==> src/rtl/mux_n_1_stream_if.sv <==
`default_nettype none
// =============================================================================
// Module   : mux_n_1_stream_if
// Brief    : Stream bundle for mux_n_1_stream: N input channels and one output.
// Revision : 1.0 - initial release
// =============================================================================
interface mux_n_1_stream_if #(
    parameter int WIDTH = 32,
    parameter int N     = 4,
    parameter int SELW  = 2
) ();
    logic [N*WIDTH-1:0] in_data;
    logic [N-1:0]       in_valid;
    logic [N-1:0]       in_ready;
    logic [WIDTH-1:0]   out_data;
    logic [SELW-1:0]    out_chan;
    logic               out_valid;
    logic               out_ready;

    modport master (
        output in_data, in_valid, out_ready,
        input  in_ready, out_data, out_chan, out_valid
    );

    modport slave (
        input  in_data, in_valid, out_ready,
        output in_ready, out_data, out_chan, out_valid
    );
endinterface
`default_nettype wire

==> src/rtl/mux_n_1_stream.sv <==
`default_nettype none
// =============================================================================
// Module   : mux_n_1_stream
// Brief    : N:1 valid/ready stream mux with a one-entry registered output.
//            STREAM_MUX_RR_EN adds a mode port and round-robin arbitration.
// Revision : 1.0 - initial release
// =============================================================================
module mux_n_1_stream #(
    parameter int WIDTH = 32,
    parameter int N     = 4,
    parameter int SELW  = 2
) (
    input  logic            clk,
    input  logic            reset,
    input  logic [SELW-1:0] sel,
`ifdef STREAM_MUX_RR_EN
    input  logic            mode,
`endif
    mux_n_1_stream_if.slave bus,
    output logic [15:0]     beat_count
);
    logic [WIDTH-1:0] r_out_data;
    logic [SELW-1:0]  r_out_chan;
    logic             r_out_valid;
    logic [15:0]      r_beat_count;

    logic             w_load_en;
    logic             w_gnt_ok;
    logic [SELW-1:0]  w_gnt;
    logic [N-1:0]     w_in_ready;
    logic [WIDTH-1:0] w_gnt_data;
    logic             w_accept;

    assign w_load_en = !reset && (!r_out_valid || bus.out_ready);

`ifdef STREAM_MUX_RR_EN
    localparam logic [SELW-1:0] c_ptr_init = SELW'(N - 1);

    logic [SELW-1:0] r_ptr;
    logic [2*N-1:0]  w_rot;
    logic            w_rr_ok;
    logic [SELW-1:0] w_rr_gnt;

    // Rotate so bit 0 is the channel after r_ptr; the lowest set bit wins.
    always_comb begin
        w_rot    = {bus.in_valid, bus.in_valid} >> (int'(r_ptr) + 1);
        w_rr_ok  = 1'b0;
        w_rr_gnt = '0;
        for (int j = N - 1; j >= 0; j--) begin
            if (w_rot[j]) begin
                w_rr_ok  = 1'b1;
                w_rr_gnt = SELW'((int'(r_ptr) + 1 + j) % N);
            end
        end
    end
`endif

    always_comb begin
        w_gnt_ok = (int'(sel) < N);
        w_gnt    = sel;
`ifdef STREAM_MUX_RR_EN
        if (mode) begin
            w_gnt_ok = w_rr_ok;
            w_gnt    = w_rr_gnt;
        end
`endif
    end

    // An out-of-range select matches no channel, so nothing is granted.
    always_comb begin
        w_in_ready = '0;
        w_gnt_data = '0;
        for (int j = 0; j < N; j++) begin
            if (int'(w_gnt) == j) begin
                w_in_ready[j] = w_gnt_ok && w_load_en;
                w_gnt_data    = bus.in_data[j*WIDTH +: WIDTH];
            end
        end
    end

    assign w_accept = |(w_in_ready & bus.in_valid);

    always_ff @(posedge clk) begin
        if (reset) begin
            r_out_valid  <= 1'b0;
            r_out_data   <= '0;
            r_out_chan   <= '0;
            r_beat_count <= '0;
`ifdef STREAM_MUX_RR_EN
            r_ptr        <= c_ptr_init;
`endif
        end else begin
            if (r_out_valid && bus.out_ready) begin
                r_beat_count <= r_beat_count + 16'd1;
            end
            if (w_accept) begin
                r_out_data  <= w_gnt_data;
                r_out_chan  <= w_gnt;
                r_out_valid <= 1'b1;
`ifdef STREAM_MUX_RR_EN
                if (mode) begin
                    r_ptr <= w_gnt;
                end
`endif
            end else if (w_load_en) begin
                r_out_valid <= 1'b0;
            end
        end
    end

    assign bus.in_ready  = w_in_ready;
    assign bus.out_data  = r_out_data;
    assign bus.out_chan  = r_out_chan;
    assign bus.out_valid = r_out_valid;
    assign beat_count    = r_beat_count;
endmodule
`default_nettype wire
==> src/flat_wrapper.sv <==
// flat-port wrapper written by rule: the top's interface ports become plain ports
module mux_n_1_stream_flat 
#(
    parameter int WIDTH = 32,
    parameter int N     = 4,
    parameter int SELW  = 2
)
  (clk, reset, sel, beat_count, bus_in_data, bus_in_valid, bus_out_ready, bus_in_ready, bus_out_data, bus_out_chan, bus_out_valid);
  mux_n_1_stream_if #(.WIDTH(WIDTH), .N(N), .SELW(SELW)) bus_i ();
  input  logic clk;
  input  logic reset;
  input  logic [SELW-1:0] sel;
  output logic [15:0] beat_count;
  input wire logic [$bits(bus_i.in_data)-1:0] bus_in_data;
  input wire logic [$bits(bus_i.in_valid)-1:0] bus_in_valid;
  input wire logic [$bits(bus_i.out_ready)-1:0] bus_out_ready;
  output wire logic [$bits(bus_i.in_ready)-1:0] bus_in_ready;
  output wire logic [$bits(bus_i.out_data)-1:0] bus_out_data;
  output wire logic [$bits(bus_i.out_chan)-1:0] bus_out_chan;
  output wire logic [$bits(bus_i.out_valid)-1:0] bus_out_valid;
  assign bus_i.in_data = bus_in_data;
  assign bus_i.in_valid = bus_in_valid;
  assign bus_i.out_ready = bus_out_ready;
  assign bus_in_ready = bus_i.in_ready;
  assign bus_out_data = bus_i.out_data;
  assign bus_out_chan = bus_i.out_chan;
  assign bus_out_valid = bus_i.out_valid;
  mux_n_1_stream #(.WIDTH(WIDTH), .N(N), .SELW(SELW)) u_core (.clk(clk), .reset(reset), .sel(sel), .bus(bus_i), .beat_count(beat_count));
endmodule
==> config.mk <==
export PLATFORM = sky130hd
export DESIGN_NAME = mux_n_1_stream_flat
export DESIGN_NICKNAME = d
export VERILOG_FILES = /design/src/rtl/mux_n_1_stream_if.sv /design/src/rtl/mux_n_1_stream.sv /design/src/flat_wrapper.sv
export SDC_FILE = /design/constraint.sdc
export NUM_CORES = 1
export LEC_CHECK = 0
export ABC_AREA = 1
export CORE_MARGIN = 3
export CORE_UTILIZATION = 50
export CTS_CLUSTER_DIAMETER = 150
export DETAILED_ROUTE_END_ITERATION = 7
export DONT_BUFFER_PORTS = 1
export PLACE_DENSITY = 0.7
export SLEW_MARGIN = 30
export SYNTH_ARGS = -nofsm -noshare
export SYNTH_HDL_FRONTEND = slang
export SYNTH_SLANG_ARGS = --single-unit
==> constraint.sdc <==
create_clock -name clk -period 1.93 [get_ports clk]
set_input_delay 0.2895 -clock clk [delete_from_list [all_inputs] [get_ports clk]]
set_output_delay 0.2895 -clock clk [all_outputs]
set_load 0.02 [all_outputs]
After elaboration in Yosys (flattened, before gate mapping)
Index checks and enable logic that the tools add are counted.
{ "totals": {"register_bits": 51, "latchBits": 0, "ramBits": 0, "rom_bits": 0, "inputBits": 137, "output_inout_bits": 55, "word_cells": 27, "n_memories": 0} }
{ "op_classes": {"add_sub_neg": 1, "mul": 0, "div_mod_pow": 0, "order_cmp": 0, "eq_ne": 3, "shifts": 0, "muxes": 10, "n_bitwise": 1, "n_reduce_logical": 8} }
{ "op_table": {"columns": ["operator", "count"], "rows": [
  ["32-bit 2-to-1 mux", 4],
  ["16-bit by 1-bit adder with 16-bit output, second input constant", 1],
  ["1-bit 2-to-1 mux", 6],
  ["4-bit bitwise AND", 1],
  ["2-bit == test, second input constant", 2],
  ["4-bit OR reduction", 1],
  ["2-bit by 1-bit == test with 1-bit output, second input constant", 1],
  ["1-bit logical AND", 2],
  ["1-bit zero test", 2],
  ["2-bit zero test", 1],
  ["2-bit nonzero test", 1],
  ["1-bit logical OR", 1]
]} }

Depth between registers and ports, before layout
{ "logic_depth": {"ltp_word": 7, "ltp_mapped": 9, "depth_no_buf": 8} }

Worst setup path after synthesis
OpenSTA, ideal clock, no wires.
{ "synth_path": {"path_type": "flip-flop to flip-flop", "startpoint": "register u_core.r_out_valid (netlist: u_core.bus.out_valid)", "endpoint": "register u_core.r_beat_count[13] (netlist: u_core.beat_count[13])", "setup_ns": 0.110, "arrival_ns": 1.363, "required_time_ns": 1.820, "slack_ns": 0.457, "path_stages_with_launch": 8, "path_buffers": 0, "synth_period_minus_slack_ns": 1.473, "cell_sequence": "dfxtp_1 -> nand2_1 -> nor3_1 -> nand2_1 -> nor2_1 -> nand2_1 -> nand2_1 -> nor2_1"} }
{ "synth_via": {"elab_chain_len": 1} }
{ "synth_rtl": {"columns": ["element", "line_no", "source"], "rows": [
  ["from (decl)", "mux_n_1_stream.sv:24", "logic r_out_valid;"],
  ["from (signal assigned)", "mux_n_1_stream.sv:85", "r_out_valid <= 1'b0;"],
  ["from (signal assigned)", "mux_n_1_stream.sv:99", "r_out_valid <= 1'b1;"],
  ["from (signal assigned)", "mux_n_1_stream.sv:106", "r_out_valid <= 1'b0;"],
  ["1-bit logical AND", "mux_n_1_stream.sv:93", "if (r_out_valid && bus.out_ready) begin"],
  ["to (signal assigned)", "mux_n_1_stream.sv:94", "r_beat_count <= r_beat_count + 16'd1;"],
  ["to (decl)", "mux_n_1_stream.sv:25", "logic [15:0] r_beat_count;"]
]} }
No other way between the ends.
A chain may end at the register's enable or synchronous reset.

Final worst setup path
{ "layout_path": {"startpoint": "register u_core.r_out_valid (netlist: u_core.bus.out_valid)", "endpoint": "output port bus_in_ready[2]"} }
{ "layout_via": {"elab_chain_len": 4} }
{ "layout_rtl": {"columns": ["element", "line_no", "source"], "rows": [
  ["1-bit zero test", "mux_n_1_stream.sv:34", "assign w_load_en = !reset && (!r_out_valid || bus.out_ready);"],
  ["1-bit logical OR", "mux_n_1_stream.sv:34", null],
  ["1-bit logical AND", "mux_n_1_stream.sv:34", null],
  ["1-bit 2-to-1 mux", "mux_n_1_stream.sv:74", "if (int'(w_gnt) == j) begin"],
  ["to (decl)", "flat_wrapper.sv:17", "output wire logic [$bits(bus_i.in_ready)-1:0] bus_in_ready;"]
]} }
No other way between the ends.

==> flow_summary.ini <==
[status]
status = complete, no violations

[timing]
fin_crit_sh = 0.860
worst_pin_slew_ns = 0.391
slew_headroom = 0.738
min_period_ns = 1.66
skew_ns = 0.00418
hold_viol = 0
slew_viol_final = 0
rsz0062_at_grt = false
setup_viol = 0
fmax_mhz = 603
finalSetupTns_ns = 0

[layout]
synthToLayoutAreaGrowth_pct = 7.54
multi_input_area_um2 = 1670
instances_no_fill = 583
layout_commonest_cell = nand2_1
num_antenna_cells = 0
fin_nets = 648
seq_area_um2 = 1020
final_cell_mix = nand2_1, nor2_1, dfxtp_1
nFillCells = 583
drive_gt1_frac = 0.0724

[detailed_routing]
viasPerCell = 5.31
vias = 3095
dr.pass1.iters = 6
drt-initial-drc-count = 117
wl_per_cell_um = 14.3
postRouteAntennaNets = 0
drt_wl_total_mm = 8.35
route.detailed.drc = 0

[grt]
met3_usage = 0.0754
grt_start_max_net_pins = 50
grt_pass1_vias = 2984
grt_pass1_wl_mm = 14.1
use_met2 = 0.445
grt_busiest_layer = met2
grt_usage = 0.242
use_met1 = 0.270
antenna_found_initial = 0
overflow = 0

[place]
dp.cells = 575
io_buffer_count = 0
hpwlAfterDp_mm = 6.36
gp_congestion = 0.812

[worst_setup_path]
cpPeakStageDelay_ns = 0.33
start_kind = flop
crit_slowest_cell = dfxtp_1
cp_max_fo = 4
end_kind = output pin
worstSetupPathType = flop to output pin
crit_family = buffers and inverters
crit_buf_inv = 2
crit_required_ns = 1.64
path_cells = a21oi_1 > inv_1 > nor3_1 > buf_4
cp.arrival_ns = 1.37

[die]
dieHeight_um = 83.1
die_x_um = 83.1
die_area_um2 = 6900
initial_core_util = 0.526
fp.coreArea_um2 = 5640
pin_count = 192
fp-row-count = 27

[clock_tree]
cts_root_buf = clkbuf_8
holdBufCountCts = 0
clock-sinks = 51
cts_tree = done
clock_path_buffers = 2
clkLatencyLatePin_ns = 0.29
numCtsBuffers = 5
cts_setup_buffers = 0
htree_levels = 2
clk_pin_slew_ns = 0.09

[synth]
ys_seq_area_frac = 0.344
synth.distinct_cells = 21
synth_area_leaders = dfxtp_1, nand2_1, nor2_1, o21ai_0, nand4_1
netlist_area_um2 = 2970
ys_ff_latch = 51
synth_top_area_frac = 0.344
syn_nets = 647
syn_area_per_cell_um2 = 5.83
synth_cells = 509
ys_warn_count = 0
synth_top_area_cell = dfxtp_1

[job]
maxCapViolations = 0

[power]
ir_worst_vdd_mv = 0.359
power_density_nw_per_um2 = 722
leakage_uw = 0.00148

[hold_path]
hold_class = input pin to flop
metal layers:
layer | vias up | routed length [um]
li1 | 1595 | -
met1 | 1359 | 3240
met2 | 130 | 4240
met3 | 11 | 764
met4 | 0 | 107
met5 | - | 0
synthesized netlist by cell type (all sizes together):
master / number
a21oi: 9
a31oi: 1
buf: 8
clkbuf: 15
dfxtp: 51
ha: 1
inv: 47
nand2: 195
nand3: 17
nand4: 28
nor2: 93
nor3: 7
o21ai: 35
o21bai: 1
xor2: 1
kinds of logic after synthesis:
logic type,after synthesis,synth area share
buf+inv,70,0.0961
fa+ha+maj,1,0.00421
simple gates,340,0.474
flops,51,0.344
compound gates,46,0.0788
xor+xnor,1,0.00295
final timing paths:
path | start | end | slack, ns | cells past startpoint
worst min-delay path | reset | u_core.beat_count[0]$_SDFFE_PP0P_ | 0.05 | 1
worst min register to register | u_core.bus.out_valid$_SDFFE_PP0P_ | u_core.bus.out_valid$_SDFFE_PP0P_ | 0.57 | 2
worst max-delay path | u_core.bus.out_valid$_SDFFE_PP0P_ | bus_in_ready[2] | 0.27 | 4
worst max register to register | u_core.bus.out_valid$_SDFFE_PP0P_ | u_core.bus.out_data[1]$_SDFFE_PP0P_ | 0.39 | 8
through the flow:
step           setup WS [ns]  area [um2]  hold WS (ns)   util  total power, uW
4_1_cts                0.274        3190        0.0430  0.566             2330
3_5_place_dp           0.324        3090         0.365  0.548             1680
3_3_place_gp           0.392        3090         0.363  0.548             1670
5_1_grt                0.126        3190        0.0371  0.566             2440
6_report               0.271        3190        0.0544  0.566             2310
2_1_floorplan          0.457        2970         0.359      -             1590
flip-flops by register name, summed over array words and instances (netlist names):
| register | cells |
|---|---|
| u_core.beat_count | 16 |
| u_core.bus.out_chan | 2 |
| u_core.bus.out_data | 32 |
| u_core.bus.out_valid | 1 |
what timing repair did:
action / in CTS / in global routing
hold endpoints to repair: 0 / 0
setup endpoints to repair: 0 / 1
resized for setup: 0 / 1
power breakdown:
group / switching (uW) / leakage [uW] / internal (uW)
registers: 139 / 0.000417 / 1120
clock network: 329 / 0.0000515 / 328
logic: 244 / 0.00101 / 142
total: 713 / 0.00148 / 1590
area by class of cell:
class / instances / share of cell area
repair buffers: 17 / 0.0439
multi-input cells: 388 / 0.522
inverters: 47 / 0.0553
well taps: 72 / 0.0282
clock buffers: 8 / 0.0313
flip-flops and latches: 51 / 0.320
Note: power is estimated with default switching activity, not from simulation.
